==> config.mk <==
export PLATFORM = sky130hd
export DESIGN_NAME = ram_fifo_ctrl
export DESIGN_NICKNAME = d
export VERILOG_FILES = /design/src/rtl/memory_pkg.sv /design/src/rtl/ram_fifo_obuf.sv /design/src/rtl/ram_fifo_ctrl.sv
export SDC_FILE = /design/constraint.sdc
export NUM_CORES = 1
export LEC_CHECK = 0
export BUFFER_PORTS_ARGS = -buffer_cell sky130_fd_sc_hd__buf_2
export CORE_ASPECT_RATIO = 0.8
export CORE_UTILIZATION = 48
export CTS_CLUSTER_SIZE = 24
export DETAILED_ROUTE_END_ITERATION = 10
export GPL_TIMING_DRIVEN = 0
export PLACE_DENSITY = 0.76
export SYNTH_ARGS = -nofsm -noshare
export SYNTH_HDL_FRONTEND = slang
export SYNTH_SLANG_ARGS = --single-unit
export TNS_END_PERCENT = 1
==> constraint.sdc <==
create_clock -name clk -period 3.02 [get_ports clk]
set_input_delay 0.604 -clock clk [delete_from_list [all_inputs] [get_ports clk]]
set_output_delay 0.604 -clock clk [all_outputs]
set_load 0.1 [all_outputs]
==> src/rtl/memory_pkg.sv <==
// Shared definitions for the RAM-backed FIFO controller: default RAM geometry
// and a width helper usable in parameter and port declarations.
package memory_pkg;

   localparam int DEF_DATA_W = 8;
   localparam int DEF_DEPTH  = 64;
   localparam int DEF_ADDR_W = 7;

   // Smallest r with 2**r >= v (0 for v <= 1).
   function automatic int clog2(input int v);
      int r;
      r = 0;
      while ((1 << r) < v) r = r + 1;
      return r;
   endfunction

   // count spans 0..DEPTH+2 (RAM words plus in-flight read plus output buffer).
   localparam int DEF_CNT_W = clog2(DEF_DEPTH + 3);

endpackage

==> src/rtl/ram_fifo_obuf.sv <==
// Two-entry in-order output buffer holding RAM read data ahead of the consumer.
// Latency: a push is visible at head_data/head_vld after the same clock edge.
// Backpressure: none internally; the controller never pushes into a full buffer.
module ram_fifo_obuf
   import memory_pkg::*;
#(
   parameter int DATA_W = DEF_DATA_W
) (
   input  logic              clk,
   input  logic              rst_n,
   input  logic              push,
   input  logic [DATA_W-1:0] push_data,
   input  logic              pop,
   output logic [1:0]        obuf_cnt,
   output logic              head_vld,
   output logic [DATA_W-1:0] head_data
);

   logic [DATA_W-1:0] tail_q;
   logic [1:0]        cnt_nxt;

   assign cnt_nxt = obuf_cnt + 2'(push) - 2'(pop);

   always_ff @(posedge clk or negedge rst_n) begin
      if (!rst_n) begin
         obuf_cnt  <= '0;
         head_vld  <= 1'b0;
         head_data <= '0;
         tail_q    <= '0;
      end else begin
         obuf_cnt <= cnt_nxt;
         head_vld <= (cnt_nxt != 2'd0);
         if (pop) begin
            // Head leaves: promote tail if present, else take the arriving word.
            if (obuf_cnt == 2'd2) begin
               head_data <= tail_q;
               if (push) tail_q <= push_data;
            end else if (push) begin
               head_data <= push_data;
            end
         end else if (push) begin
            if (obuf_cnt == 2'd0) head_data <= push_data;
            else                  tail_q    <= push_data;
         end
      end
   end

endmodule

==> src/rtl/ram_fifo_ctrl.sv <==
// Stream FIFO controller over an external sync-write/1-cycle-read RAM; define RAM_FIFO_ALMOST_EN for almost_full/almost_empty.
// Latency: word accepted at edge N is presented at m_valid after edge N+2; 1 word/cycle sustained.
// Backpressure: s_ready drops when the RAM holds DEPTH words; m_ready low holds m_valid/m_data stable.
module ram_fifo_ctrl
   import memory_pkg::*;
#(
   parameter int DATA_W    = DEF_DATA_W,
   parameter int DEPTH     = DEF_DEPTH,
   parameter int ADDR_W    = DEF_ADDR_W,
   parameter int AFULL_TH  = 56,
   parameter int AEMPTY_TH = 8
) (
   input  logic                        clk,
   input  logic                        rst_n,
   input  logic                        s_valid,
   output logic                        s_ready,
   input  logic [DATA_W-1:0]           s_data,
   output logic                        m_valid,
   input  logic                        m_ready,
   output logic [DATA_W-1:0]           m_data,
   output logic                        ram_we,
   output logic [ADDR_W-1:0]           ram_waddr,
   output logic [DATA_W-1:0]           ram_wdata,
   output logic [ADDR_W-1:0]           ram_raddr,
   input  logic [DATA_W-1:0]           ram_rdata,
   output logic [clog2(DEPTH+3)-1:0]   count
`ifdef RAM_FIFO_ALMOST_EN
   ,
   output logic                        almost_full,
   output logic                        almost_empty
`endif
);

   localparam int CNT_W = clog2(DEPTH + 3);
   localparam int MC_W  = clog2(DEPTH + 1);
   localparam logic [ADDR_W-1:0] LAST_ADDR = ADDR_W'(DEPTH - 1);
   localparam logic [MC_W-1:0]   MEM_FULL  = MC_W'(DEPTH);

   if (DEPTH < 2 || (1 << ADDR_W) < DEPTH) begin : g_bad_geometry
      $error("ram_fifo_ctrl: DEPTH must be >= 2 and addressable with ADDR_W bits");
   end
   if (AFULL_TH > DEPTH + 2 || AEMPTY_TH > DEPTH + 2) begin : g_bad_threshold
      $error("ram_fifo_ctrl: almost thresholds exceed FIFO capacity");
   end

   logic [ADDR_W-1:0] wptr;
   logic [ADDR_W-1:0] rptr;
   logic [MC_W-1:0]   mem_cnt;
   logic              inflight;
   logic [1:0]        obuf_cnt;
   logic              wr;
   logic              pop;
   logic              issue;
   logic [2:0]        pending;

   assign s_ready = (mem_cnt != MEM_FULL);
   assign wr      = s_valid && s_ready;
   assign pop     = m_valid && m_ready;

   // Read only when the word will have a buffer slot on arrival.
   assign pending = 3'(inflight) + 3'(obuf_cnt) - 3'(pop);
   assign issue   = (mem_cnt != '0) && (pending < 3'd2);

   assign ram_we    = wr;
   assign ram_waddr = wptr;
   assign ram_wdata = s_data;
   assign ram_raddr = rptr;

   assign count = CNT_W'(mem_cnt) + CNT_W'(inflight) + CNT_W'(obuf_cnt);

   always_ff @(posedge clk or negedge rst_n) begin
      if (!rst_n) begin
         wptr     <= '0;
         rptr     <= '0;
         mem_cnt  <= '0;
         inflight <= 1'b0;
      end else begin
         if (wr)    wptr <= (wptr == LAST_ADDR) ? '0 : wptr + 1'b1;
         if (issue) rptr <= (rptr == LAST_ADDR) ? '0 : rptr + 1'b1;
         inflight <= issue;
         if (wr && !issue)      mem_cnt <= mem_cnt + 1'b1;
         else if (!wr && issue) mem_cnt <= mem_cnt - 1'b1;
      end
   end

   ram_fifo_obuf #(
      .DATA_W (DATA_W)
   ) u_obuf (
      .clk       (clk),
      .rst_n     (rst_n),
      .push      (inflight),
      .push_data (ram_rdata),
      .pop       (pop),
      .obuf_cnt  (obuf_cnt),
      .head_vld  (m_valid),
      .head_data (m_data)
   );

`ifdef RAM_FIFO_ALMOST_EN
   // Total occupancy only moves on the external handshakes.
   logic [CNT_W-1:0] count_nxt;
   assign count_nxt = count + CNT_W'(wr) - CNT_W'(pop);

   always_ff @(posedge clk or negedge rst_n) begin
      if (!rst_n) begin
         almost_full  <= 1'b0;
         almost_empty <= 1'b1;
      end else begin
         almost_full  <= (count_nxt >= CNT_W'(AFULL_TH));
         almost_empty <= (count_nxt <= CNT_W'(AEMPTY_TH));
      end
   end
`endif

endmodule

Word-level counts from Yosys, hierarchy flattened
Index checks and enable logic that the tools add are counted.
{ "totals": {"regBits": 41, "latch_bits": 0, "mem_bits_rw": 0, "mem_bits_ro": 0, "in_bits": 20, "output_inout_bits": 40, "elab_cells": 55, "mem_count": 0} }
{ "op_classes": {"n_addsub": 10, "multipliers": 0, "div": 0, "n_lt_le_gt_ge": 1, "eq_ne": 7, "shifts": 0, "muxes": 13, "bitwise": 0, "reduce_logical": 16} }
{ "ops": {"columns": ["cell", "n"], "rows": [
  ["8-bit two-way mux", 9],
  ["7-bit two-way mux", 4],
  ["7-bit by 1-bit adder with 7-bit output (second input constant)", 3],
  ["7-bit by 6-bit == test with 1-bit output (second input constant)", 2],
  ["2-bit nonzero test", 5],
  ["7-bit by 1-bit adder with 7-bit output", 1],
  ["7-bit by 2-bit adder with 7-bit output", 1],
  ["7-bit inequality test (second input constant)", 1],
  ["7-bit nonzero test", 1],
  ["7-bit by 1-bit subtractor with 7-bit output (second input constant)", 1],
  ["1-bit logical AND", 5],
  ["2-bit inequality test (second input constant)", 2],
  ["4-bit AND reduction", 1],
  ["1-bit by 2-bit adder with 3-bit output", 1],
  ["3-bit by 2-bit < comparator with 1-bit output (second input constant)", 1],
  ["3-bit AND reduction", 1],
  ["3-bit by 1-bit subtractor with 3-bit output", 1],
  ["2-bit by 1-bit adder with 2-bit output", 1],
  ["2-bit == test (second input constant)", 1],
  ["1-bit logical NOT", 2],
  ["2-bit logical NOT", 1],
  ["2-bit by 1-bit inequality test with 1-bit output (second input constant)", 1],
  ["2-bit by 1-bit subtractor with 2-bit output", 1]
]} }

Logic depth before layout (Yosys ltp)
Gate-level depths: netlist of the first run.
{ "logic_depth": {"ltp_word": 7, "depth_mapped": 14, "depth_no_buf": 14} }

Modules after synthesis
Synthesis of the first run repeated with hierarchy kept, for this count alone.
{ "unflattened": {"cells_unflattened": 212, "hier_area_um2": 2404.8} }
{ "modules_own_cells": {"columns": ["mod", "n_inst", "cells_per_inst", "area_per_inst_um2", "seq_area_each_um2"], "rows": [
  ["ram_fifo_ctrl", 1, 154, 1534.0, 550.5],
  ["ram_fifo_obuf", 1, 58, 870.8, 475.5]
]} }

Least setup slack after synthesis of the first run
OpenSTA, ideal clock, no wires.
{ "synth_path": {"kind": "register to register", "from": "register u_obuf.head_vld", "to": "register mem_cnt[6]", "setup_time_ns": 0.080, "arrival_ns": 3.834, "t_required_ns": 2.940, "setup_slack_ns": -0.894, "path_stages_with_launch": 15, "path_buffers": 0, "synth_period_minus_slack_ns": 3.914, "path_cell_list": "dfrtp_1 -> nand2_1 -> xnor2_1 -> ha_1 -> inv_1 -> fa_1 -> xnor2_1 -> o311ai_4 -> ha_1 -> inv_1 -> ha_1 -> or4_1 -> o31a_1 -> nand3_1 -> xnor2_1"} }
{ "synth_between": {"elab_chain_cells": 7, "elab_cells_between_ends": 9, "classes_between": "add/sub: 1; order compare: 1; mux: 1; reduce/logical: 6"} }
{ "synth_rtl": {"columns": ["element", "line_no", "text"], "rows": [
  ["start: declaration", "ram_fifo_obuf.sv:15", "output logic head_vld,"],
  ["start signal: assignment", "ram_fifo_obuf.sv:32", "head_vld <= (cnt_nxt != 2'd0);"],
  ["1-bit logical AND (*)", "ram_fifo_ctrl.sv:58", "assign pop = m_valid && m_ready;"],
  ["3-bit by 1-bit subtractor with 3-bit output (*)", "ram_fifo_ctrl.sv:61", "assign pending = 3'(inflight) + 3'(obuf_cnt) - 3'(pop);"],
  ["3-bit by 2-bit < comparator with 1-bit output (*)", "ram_fifo_ctrl.sv:62", "assign issue = (mem_cnt != '0) && (pending < 3'd2);"],
  ["1-bit logical AND (*)", "ram_fifo_ctrl.sv:62", null],
  ["1-bit logical NOT", "ram_fifo_ctrl.sv:81", "if (wr && !issue) mem_cnt <= mem_cnt + 1'b1;"],
  ["1-bit logical AND", "ram_fifo_ctrl.sv:81", null],
  ["7-bit two-way mux or 2-bit nonzero test (tied branches)", null, null],
  ["end signal: assignment", "ram_fifo_ctrl.sv:81", null],
  ["end signal: assignment", "ram_fifo_ctrl.sv:82", "else if (!wr && issue) mem_cnt <= mem_cnt - 1'b1;"],
  ["end: declaration", "ram_fifo_ctrl.sv:48", "logic [MC_W-1:0] mem_cnt;"]
]} }
Every way passes the cells marked *; elsewhere a longest branch is shown, timed or not.
A chain may end at the register's enable or synchronous reset.

Worst setup path in the final report of the first run
Ends and elaborated chain as after synthesis.

==> results of run 1 <==
-- metal layers --
layer / vias to the layer above / GRT usage (%) / share of wire [%]
met5: - / 0 / 0
met3: 4 / 5.070 / 5.5
li1: 871 / - / -
met4: 0 / 5.357 / 0.84
met1: 881 / 25.76 / 44
met2: 47 / 32.37 / 49
-- stage by stage --
step                      setup TNS, ns  hold WS [ns]  std cells  util [%]
after detailed placement         -2.821        0.4896        321     58.60
after global placement           -2.485        0.4816        321     58.60
after floorplan                  -3.097        0.3084        210         -
after global routing            -0.1525        0.5117        340     63.47
final                                 0        0.4374        340     63.47
after CTS                     -0.007998        0.4767        333     61.74
-- final timing paths --
| kind | start | end | slack, ns | depth (start not counted) |
|---|---|---|---|---|
| worst max-delay path | u_obuf.head_vld$_DFF_PN0_ | mem_cnt[6]$_DFFE_PN0P_ | 0.03 | 13 |
| worst min-delay path | rst_n | mem_cnt[3]$_DFFE_PN0P_ | 0.44 | 1 |
| worst max register to register | u_obuf.head_vld$_DFF_PN0_ | mem_cnt[6]$_DFFE_PN0P_ | 0.03 | 13 |
| worst min register to register | ram_raddr[4]$_DFFE_PN0P_ | ram_raddr[4]$_DFFE_PN0P_ | 0.49 | 1 |
| max in group asynchronous | rst_n | u_obuf.head_vld$_DFF_PN0_ | 1.92 | 1 |
| min in group clk | ram_raddr[4]$_DFFE_PN0P_ | ram_raddr[4]$_DFFE_PN0P_ | 0.49 | 1 |
-- cells in the final DEF, fill, tap and decap left out, drive strengths merged, types with 8 or more instances in the layout --
master	n
clkbuf	8
inv	13
buf	72
nand2	19
o21ai	12
ha	10
xnor2	11
mux2	26
nor2	8
dfrtp	41
-- repair_timing --
item	in CTS	in global routing
hold buffers	0	0
buffers inserted	4	7
setup endpoints to repair	10	5
resized for setup	10	11
pin swaps	5	10
-- cell type report --
cell class	instances	area, um2	area share [%]
Buffer	10	68.82	2.344
Timing Repair Buffer	62	346.6	11.81
Clock buffer	8	80.08	2.728
Multi-Input combinational cell	145	1270	43.27
Inverter	14	63.81	2.174
Sequential cell	41	1031	35.12
Tap cell	60	75.07	2.558
-- logic make-up after synthesis --
family	after synthesis
simple gates	55
buf+inv	24
mux	26
flops	41
fa+ha+maj	14
compound gates	34
xor+xnor	16
-- state kept, by name (all words and copies together), names as in the netlist --
register,cells
u_obuf.obuf_cnt,2
ram_waddr,7
u_obuf.tail_q,8
u_obuf.head_data,8
u_obuf.head_vld,1
ram_raddr,7
mem_cnt,7
inflight,1
==> impl_metrics.tcl, run 1 <==
set metrics [dict create \
    row_count 22 \
    end_kind "register" \
    required_ns 3.24 \
    hpwl_um 3360 \
    route.detailed.wl_per_inst_um 13.93 \
    path_cells "nand2_4 -> xnor2_2 -> ha_2 -> inv_2 -> fa_2 -> o311ai_4 -> ha_4 -> inv_6 -> ha_4 -> or4_4 -> o31a_1 -> nand3_2 -> xnor2_1" \
    die_y_um 64.42 \
    synth_edf_count 0 \
    grt_overflow 0 \
    n_antenna_cell 0 \
    async_flop_share_pct 100.0 \
    crit_path_frequent_cell "ha_4" \
    fillers 394 \
    ys_top_cells_by_area "dfrtp_1 44%, mux2_2 13%, ha_1 5.4%" \
    route.detailed.drc 0 \
    yosysSeqAreaShare_pct 43.90 \
    root_buffer "clkbuf_8" \
    synth_top_cell_area_share_pct 43.90 \
    drtAntennaViolNets 0 \
    die_x_um 80.02 \
    grt_max_degree 42 \
    grt_setup_unrepaired "yes" \
    drt_wl_total_um 4736 \
    relSlewSlack_pct 40.23 \
    drt_iter0_drc 80 \
    skew_ns 0.004188 \
    syn_area_mm2 0.002337 \
    nets 313 \
    synth_xor_area_share_pct 5.996 \
    core_mm2 0.004624 \
    synth_area_leader_cell "dfrtp_1" \
    min_path_type "input pin to async pin" \
    grt_pass1_wl_um 7693 \
    startpoint_type "register" \
    slowest_stage "fa_2" \
    synth_compound_area_share_pct 11.19 \
    hold_violations 0 \
    crit_family "adder cells" \
    cts_tree "done" \
    maxCapViolCount 0 \
    yosys.area_share.simple_pct 12.37 \
    vias_per_cell 5.303 \
    cts.sinks 41 \
    first_global_vias 1687 \
    ys_ff_latch 41 \
    cts_inserted_buffers 5 \
    insertion_delay_ns 0.29 \
    cts.path.max_buffers 2 \
    antenna_found_initial 0 \
    synthCells 210 \
    tightest_slew_ns 0.8965 \
    slew_violations 0 \
    io_buffers 51 \
    setup_viol 0 \
    dpl-instance-area_mm2 0.002710 \
    ys_warn_count 0 \
    path_max_fanout 7 \
    syn_area_per_cell_um2 11.13 \
    stdcell_area_mm2 0.002935 \
    cts_max_level 2 \
    fmax_mhz 334.3 \
    clk_pin_slew_worst_paths_ns 0.07 \
    drive_gt1_share_pct 46.07 \
    syn2layout_area_growth_pct 25.59 \
    synth-main-ff-cell "dfrtp_1" \
    gp_congestion 0.8164 \
    critPathMaxStageDelay_ns 0.56 \
    grt_util_all_layers_pct 19.66 \
    cp.arrival_ns 3.21 \
    cp.buffers_inverters 2 \
    synth.most_common_cell "dfrtp_1" \
    crit_type "register to register" \
    synth_common_cells "41 x dfrtp_1, 26 x mux2_2, 19 x nand2_1, 13 x inv_1" \
    die_area_mm2 0.005154 \
    finalCriticalPeriod_ns 2.991 \
    post-place-ws_ns -0.5804 \
    status "finished, final reports clean" \
    synth_top_family_by_area "multiplexers" \
    syn_nets 244 \
    initial_utilization_pct 50.54 \
    synth_cell_type_count 43 \
    synthAdderAreaFrac_pct 8.779 \
    final.period_utilization_pct 99.04 \
    dr_total_vias 1803 \
    fin_ws_ns 0.02907 \
    first_pass_iters 4 \
    io_pins 60 \
    synthMuxAreaShare_pct 12.53 \
]
Power of run 1 is not shown: default switching activity piles up to over one toggle a cycle in this logic, so the estimate is an artifact.
==> run 2, diff against run 1 <==
--- a/config.mk
+++ b/config.mk
@@ -11,6 +11,7 @@
 export CTS_CLUSTER_SIZE = 24
 export DETAILED_ROUTE_END_ITERATION = 10
 export GPL_TIMING_DRIVEN = 0
+export MAX_ROUTING_LAYER = met4
 export PLACE_DENSITY = 0.76
 export SYNTH_ARGS = -nofsm -noshare
 export SYNTH_HDL_FRONTEND = slang
==> run 2 against run 1 <==
  * Worst setup slack lost 0.0028 ns
  * Design area is the same
  * Critical path depth is the same
  * Highest routed layer unchanged
  * Count of clock-buffer cells in the layout did not move
  * Non-clock buffer count unchanged
  * Clock skew shrank 0.00070 ns
  * Global-route usage up 0.56 points
  * Register-to-register slack barely moved
  * Maximum frequency hardly changed
==> impl_metrics.tcl, run 2 (same netlist as run 1, synthesis figures left out) <==
set metrics [dict create \
    cp.arrival_ns 3.21 \
    syn2layout_area_growth_pct 25.59 \
    gp_congestion 0.8286 \
    cts_inserted_buffers 5 \
    vias_per_cell 5.279 \
    antenna_found_initial 0 \
    finalSetupTns_ns 0 \
    clk_pin_slew_worst_paths_ns 0.07 \
    die_x_um 80.02 \
    grt_setup_unrepaired "yes" \
    cts_max_level 2 \
    routed-wl-met3_um 230 \
    drive_gt1_share_pct 46.07 \
    dr_total_vias 1795 \
    final_cell_mix "50 x buf_2, 39 x dfrtp_1, 26 x mux2_2" \
    nets 313 \
    row_count 22 \
    highest_layer "met4" \
    slowest_stage "fa_2" \
    startpoint "u_obuf.head_vld$_DFF_PN0_" \
    maxCapViolCount 0 \
    insertion_delay_ns 0.29 \
    initial_utilization_pct 50.54 \
    drtAntennaViolNets 0 \
    cts.sinks 41 \
    critPathMaxStageDelay_ns 0.56 \
    path_cells "nand2_4 -> xnor2_2 -> ha_2 -> inv_2 -> fa_2 -> o311ai_4 -> ha_4 -> inv_6 -> ha_4 -> or4_4 -> o31a_1 -> nand3_2 -> xnor2_1" \
    cts.path.max_buffers 2 \
    setup_viol 0 \
    first_pass_iters 4 \
    io_pins 60 \
    min_path_type "input pin to async pin" \
    finalCriticalPeriod_ns 2.994 \
    crit_type "register to register" \
    tightest_slew_ns 0.9009 \
    fillers 394 \
    startpoint_type "register" \
    relSlewSlack_pct 39.94 \
    drt_iter0_drc 66 \
    final.period_utilization_pct 99.13 \
    n_antenna_cell 0 \
    slew_violations 0 \
    hold_violations 0 \
    cts_tree "done" \
    path_max_fanout 7 \
    route.detailed.wl_per_inst_um 13.86 \
    io_buffers 51 \
    root_buffer "clkbuf_8" \
    stdcell_area_mm2 0.002935 \
    crit_path_frequent_cell "ha_4" \
    timing.rr.start "u_obuf.head_vld$_DFF_PN0_" \
    dr_wl_met2_um 2328 \
    skew_ns 0.003485 \
    die_area_mm2 0.005154 \
    reg.largest.list "u_obuf.head_data: 8 flops, u_obuf.tail_q: 8 flops" \
    route.detailed.drc 0 \
    dpl-instance-area_mm2 0.002710 \
    die_y_um 64.42 \
    end_kind "register" \
    grt_overflow 0 \
    hpwl_um 3360 \
    final_common_cell "buf_2" \
    core_mm2 0.004624 \
    first_global_vias 1687 \
    fmax_mhz 334.0 \
    status "finished, final reports clean" \
    grt_max_degree 42 \
    grt_util_all_layers_pct 20.22 \
    drt_wl_total_um 4712 \
    required_ns 3.23 \
    wl_met1_um 2112 \
    grt_pass1_wl_um 7693 \
]
## run 2: cell counts in the layout (fill, tap and decap cells not counted)
Identical to the previous run, type by type.
## run 2: worst paths after layout
check / depth (start not counted) / to / slack [ns]
worst max-delay path: 13 / mem_cnt[6]$_DFFE_PN0P_ / 0.03
worst max register to register: 13 / mem_cnt[6]$_DFFE_PN0P_ / 0.03
max in group asynchronous: 1 / u_obuf.head_vld$_DFF_PN0_ / 1.92
worst min register to register: 1 / ram_raddr[4]$_DFFE_PN0P_ / 0.49
worst min-delay path: 1 / mem_cnt[3]$_DFFE_PN0P_ / 0.44
min in group clk: 1 / ram_raddr[4]$_DFFE_PN0P_ / 0.49
## run 2: per-stage QoR
step / cells / utilization, % / setup WS (ns) / hold WS [ns]
finish: 340 / 63.47 / 0.02631 / 0.4395
global route: 340 / 63.47 / -0.07135 / 0.5117
CTS: 333 / 61.74 / -0.007998 / 0.4767
detailed placement: 321 / 58.60 / -0.5804 / 0.4896
global placement: 321 / 58.60 / -0.4990 / 0.4816
floorplan: 210 / - / -0.4327 / 0.3084
## run 2: final cells by class
cell class,count,area (um2),area share [%]
Clock buffer,8,80.08,2.728
Inverter,14,63.81,2.174
Timing Repair Buffer,62,346.6,11.81
Buffer,10,68.82,2.344
Sequential cell,41,1031,35.12
Tap cell,60,75.07,2.558
Multi-Input combinational cell,145,1270,43.27
## run 2: metal layers
layer | global-route usage (%) | vias to the layer above
li1 | - | 869
met1 | 25.85 | 879
met5 | - | -
met3 | 4.930 | 4
met2 | 32.37 | 43
met4 | 5.357 | 0
## run 2: what timing repair did
action,CTS,global route
setup endpoints to repair,10,5
hold buffers,0,0
resized for setup,10,11
buffers inserted,4,7
pin swaps,5,10
## run 2: worst max-delay path, delay by kind of cell, from the launching register on
family / cells / cell delay [ns]
compound gates: 2 / 0.26
xor+xnor: 2 / 0.23
flops: 1 / 0.49
buf+inv: 2 / 0.13
simple gates: 3 / 0.63
fa+ha+maj: 4 / 1.18
Power of run 2 is left out for the same reason.
==> run 3, diff against run 2 <==
--- a/config.mk
+++ b/config.mk
@@ -6,13 +6,11 @@
 export NUM_CORES = 1
 export LEC_CHECK = 0
 export BUFFER_PORTS_ARGS = -buffer_cell sky130_fd_sc_hd__buf_2
-export CORE_ASPECT_RATIO = 0.8
-export CORE_UTILIZATION = 48
+export CORE_UTILIZATION = 53
 export CTS_CLUSTER_SIZE = 24
 export DETAILED_ROUTE_END_ITERATION = 10
-export GPL_TIMING_DRIVEN = 0
 export MAX_ROUTING_LAYER = met4
-export PLACE_DENSITY = 0.76
+export PLACE_DENSITY = 0.8
 export SYNTH_ARGS = -nofsm -noshare
 export SYNTH_HDL_FRONTEND = slang
 export SYNTH_SLANG_ARGS = --single-unit
==> constraint.sdc (replaced) <==
create_clock -name clk -period 2.89 [get_ports clk]
set_input_delay 0.578 -clock clk [delete_from_list [all_inputs] [get_ports clk]]
set_output_delay 0.578 -clock clk [all_outputs]
set_load 0.1 [all_outputs]
==> run 3 against run 2 <==
  * The flow now finishes with violations (setup timing)
  * Non-clock buffer count fell by 4
  * Via count fell by 0.50%
  * Maximum frequency fell by 0.52%
  * Hold slack got worse by 0.10 ns
  * Critical endpoint unchanged
  * Largest cell class unchanged
  * Highest routed layer unchanged
==> impl_metrics.tcl, run 3 (same netlist as run 1, synthesis figures left out) <==
set metrics [dict create \
    status "complete, but fails checks" \
    violations "setup timing" \
    required_ns 3.09 \
    nets 309 \
    die_x_um 68.41 \
    final_common_cell "buf_2" \
    first_global_vias 1736 \
    cts_max_level 2 \
    io_pins 60 \
    relSlewSlack_pct 51.26 \
    reg2reg_slack_ns -0.12 \
    dr_total_vias 1786 \
    cts_tree "done" \
    finalHoldWorstSlack_ns 0.3349 \
    skew_ns 0.002796 \
    cts.sinks 41 \
    io_buffers 43 \
    insertion_delay_ns 0.29 \
    tightest_slew_ns 0.7262 \
    finalCriticalPeriod_ns 3.009 \
    post-place-ws_ns -0.4592 \
    initial_utilization_pct 56.80 \
    final.period_utilization_pct 104.1 \
    die_area_mm2 0.004679 \
    path_max_fanout 6 \
    cp.arrival_ns 3.21 \
    antenna_found_initial 0 \
    route.detailed.wl_per_inst_um 14.25 \
    first_pass_iters 4 \
    stdcell_area_mm2 0.002969 \
    cts_inserted_buffers 5 \
    hold_violations 0 \
    fillers 296 \
    sequential_cell_area_mm2 0.001031 \
    timing.rr.start "u_obuf.head_vld$_DFF_PN0_" \
    crit_type "register to register" \
    end_kind "register" \
    n_antenna_cell 0 \
    drt_wl_total_um 4647 \
    gp_congestion 0.8721 \
    drtAntennaViolNets 0 \
    setup_viol 3 \
    drt_iter0_drc 55 \
    grt_pass1_wl_um 7569 \
    row_count 23 \
    vias_per_cell 5.479 \
    reg.largest.list "u_obuf.head_data: 8 flops, u_obuf.tail_q: 8 flops" \
    layoutNonFillerInstCount 326 \
    final_cell_mix "40 x buf_2, 39 x dfrtp_1, 26 x mux2_2" \
    dpl-instance-area_mm2 0.002800 \
    min_path_type "input pin to async pin" \
    core_mm2 0.004115 \
    grt_overflow 0 \
    multi_input_area_mm2 0.001290 \
    grt_max_degree 33 \
    root_buffer "clkbuf_8" \
    route.detailed.drc 0 \
    ctsHoldBuffers 0 \
    r2r_end "mem_cnt[6]$_DFFE_PN0P_" \
    grt_util_all_layers_pct 22.93 \
    cts.path.max_buffers 2 \
    hpwl_um 3484 \
    startpoint_type "register" \
    maxCapViolCount 0 \
    drive_gt1_share_pct 46.74 \
    fmax_mhz 332.3 \
    slew_violations 0 \
    die_y_um 68.41 \
    rr_worst_depth 14 \
    dp_cells 317 \
    syn2layout_area_growth_pct 27.03 \
    grt_setup_unrepaired "yes" \
    clk_pin_slew_worst_paths_ns 0.08 \
    fin_ws_ns -0.1193 \
]
-- run 3: cell types whose count changed in the layout (fill, tap and decap cells not counted), moves of 2 or more --
cell and delta:
buf_4 +5, clkinv_2 +2, clkbuf_1 -3, buf_12 +2, buf_2 -10
-- run 3: layer usage --
layer / GRT usage, % / up-vias / wire (um)
li1: - / 867 / -
met1: 26.68 / 879 / 1976
met2: 39.95 / 35 / 2425
met3: 5.000 / 5 / 207
met4: 5.469 / 0 / 38
met5: - / - / 0
-- run 3: worst max-delay path by stage --
stage	end	depth (start not counted)	slack, ns	startpoint
6_report	mem_cnt[6]$_DFFE_PN0P_	14	-0.12	u_obuf.head_vld$_DFF_PN0_
5_1_grt	mem_cnt[6]$_DFFE_PN0P_	14	-0.26	u_obuf.head_vld$_DFF_PN0_
4_1_cts	mem_cnt[6]$_DFFE_PN0P_	14	-0.12	u_obuf.head_vld$_DFF_PN0_
3_5_place_dp	mem_cnt[6]$_DFFE_PN0P_	15	-0.46	m_ready
3_3_place_gp	mem_cnt[6]$_DFFE_PN0P_	15	-0.33	m_ready
2_1_floorplan	mem_cnt[6]$_DFFE_PN0P_	10	-0.56	mem_cnt[2]$_DFFE_PN0P_
-- run 3: worst max-delay path, stage by stage, from the launching register on --
cell,delay (ns)
dfrtp_4,0.48
nand2_2,0.09
xnor2_1,0.12
ha_1,0.16
inv_1,0.05
fa_2,0.36
xnor2_2,0.20
o311ai_4,0.15
ha_4,0.20
inv_6,0.08
ha_4,0.19
or4_1,0.50
o31a_1,0.12
nand3_1,0.09
xnor2_1,0.14
-- run 3: metrics by stage --
stage | setup TNS, ns | util, %
6_report | -0.1954 | 72.15
5_1_grt | -0.8222 | 72.15
4_1_cts | -0.1209 | 71.02
3_5_place_dp | -2.026 | 68.05
3_3_place_gp | -1.259 | 68.05
2_1_floorplan | -4.527 | -
-- run 3: final cells by class --
type / instances / area share, %
Multi-Input combinational cell: 145 / 43.45
Timing Repair Buffer: 68 / 14.66
Clock buffer: 5 / 2.318
Clock inverter: 3 / 0.5900
Tap cell: 50 / 2.107
Inverter: 14 / 2.149
Sequential cell: 41 / 34.72
-- run 3: timing repair --
item                       4_1_cts  5_1_grt
setup endpoints to repair        7        9
pin swaps                        5        4
gates resized for setup          9        7
setup buffers                    1        0
cloned                           0        0
Power of run 3 is left out for the same reason.
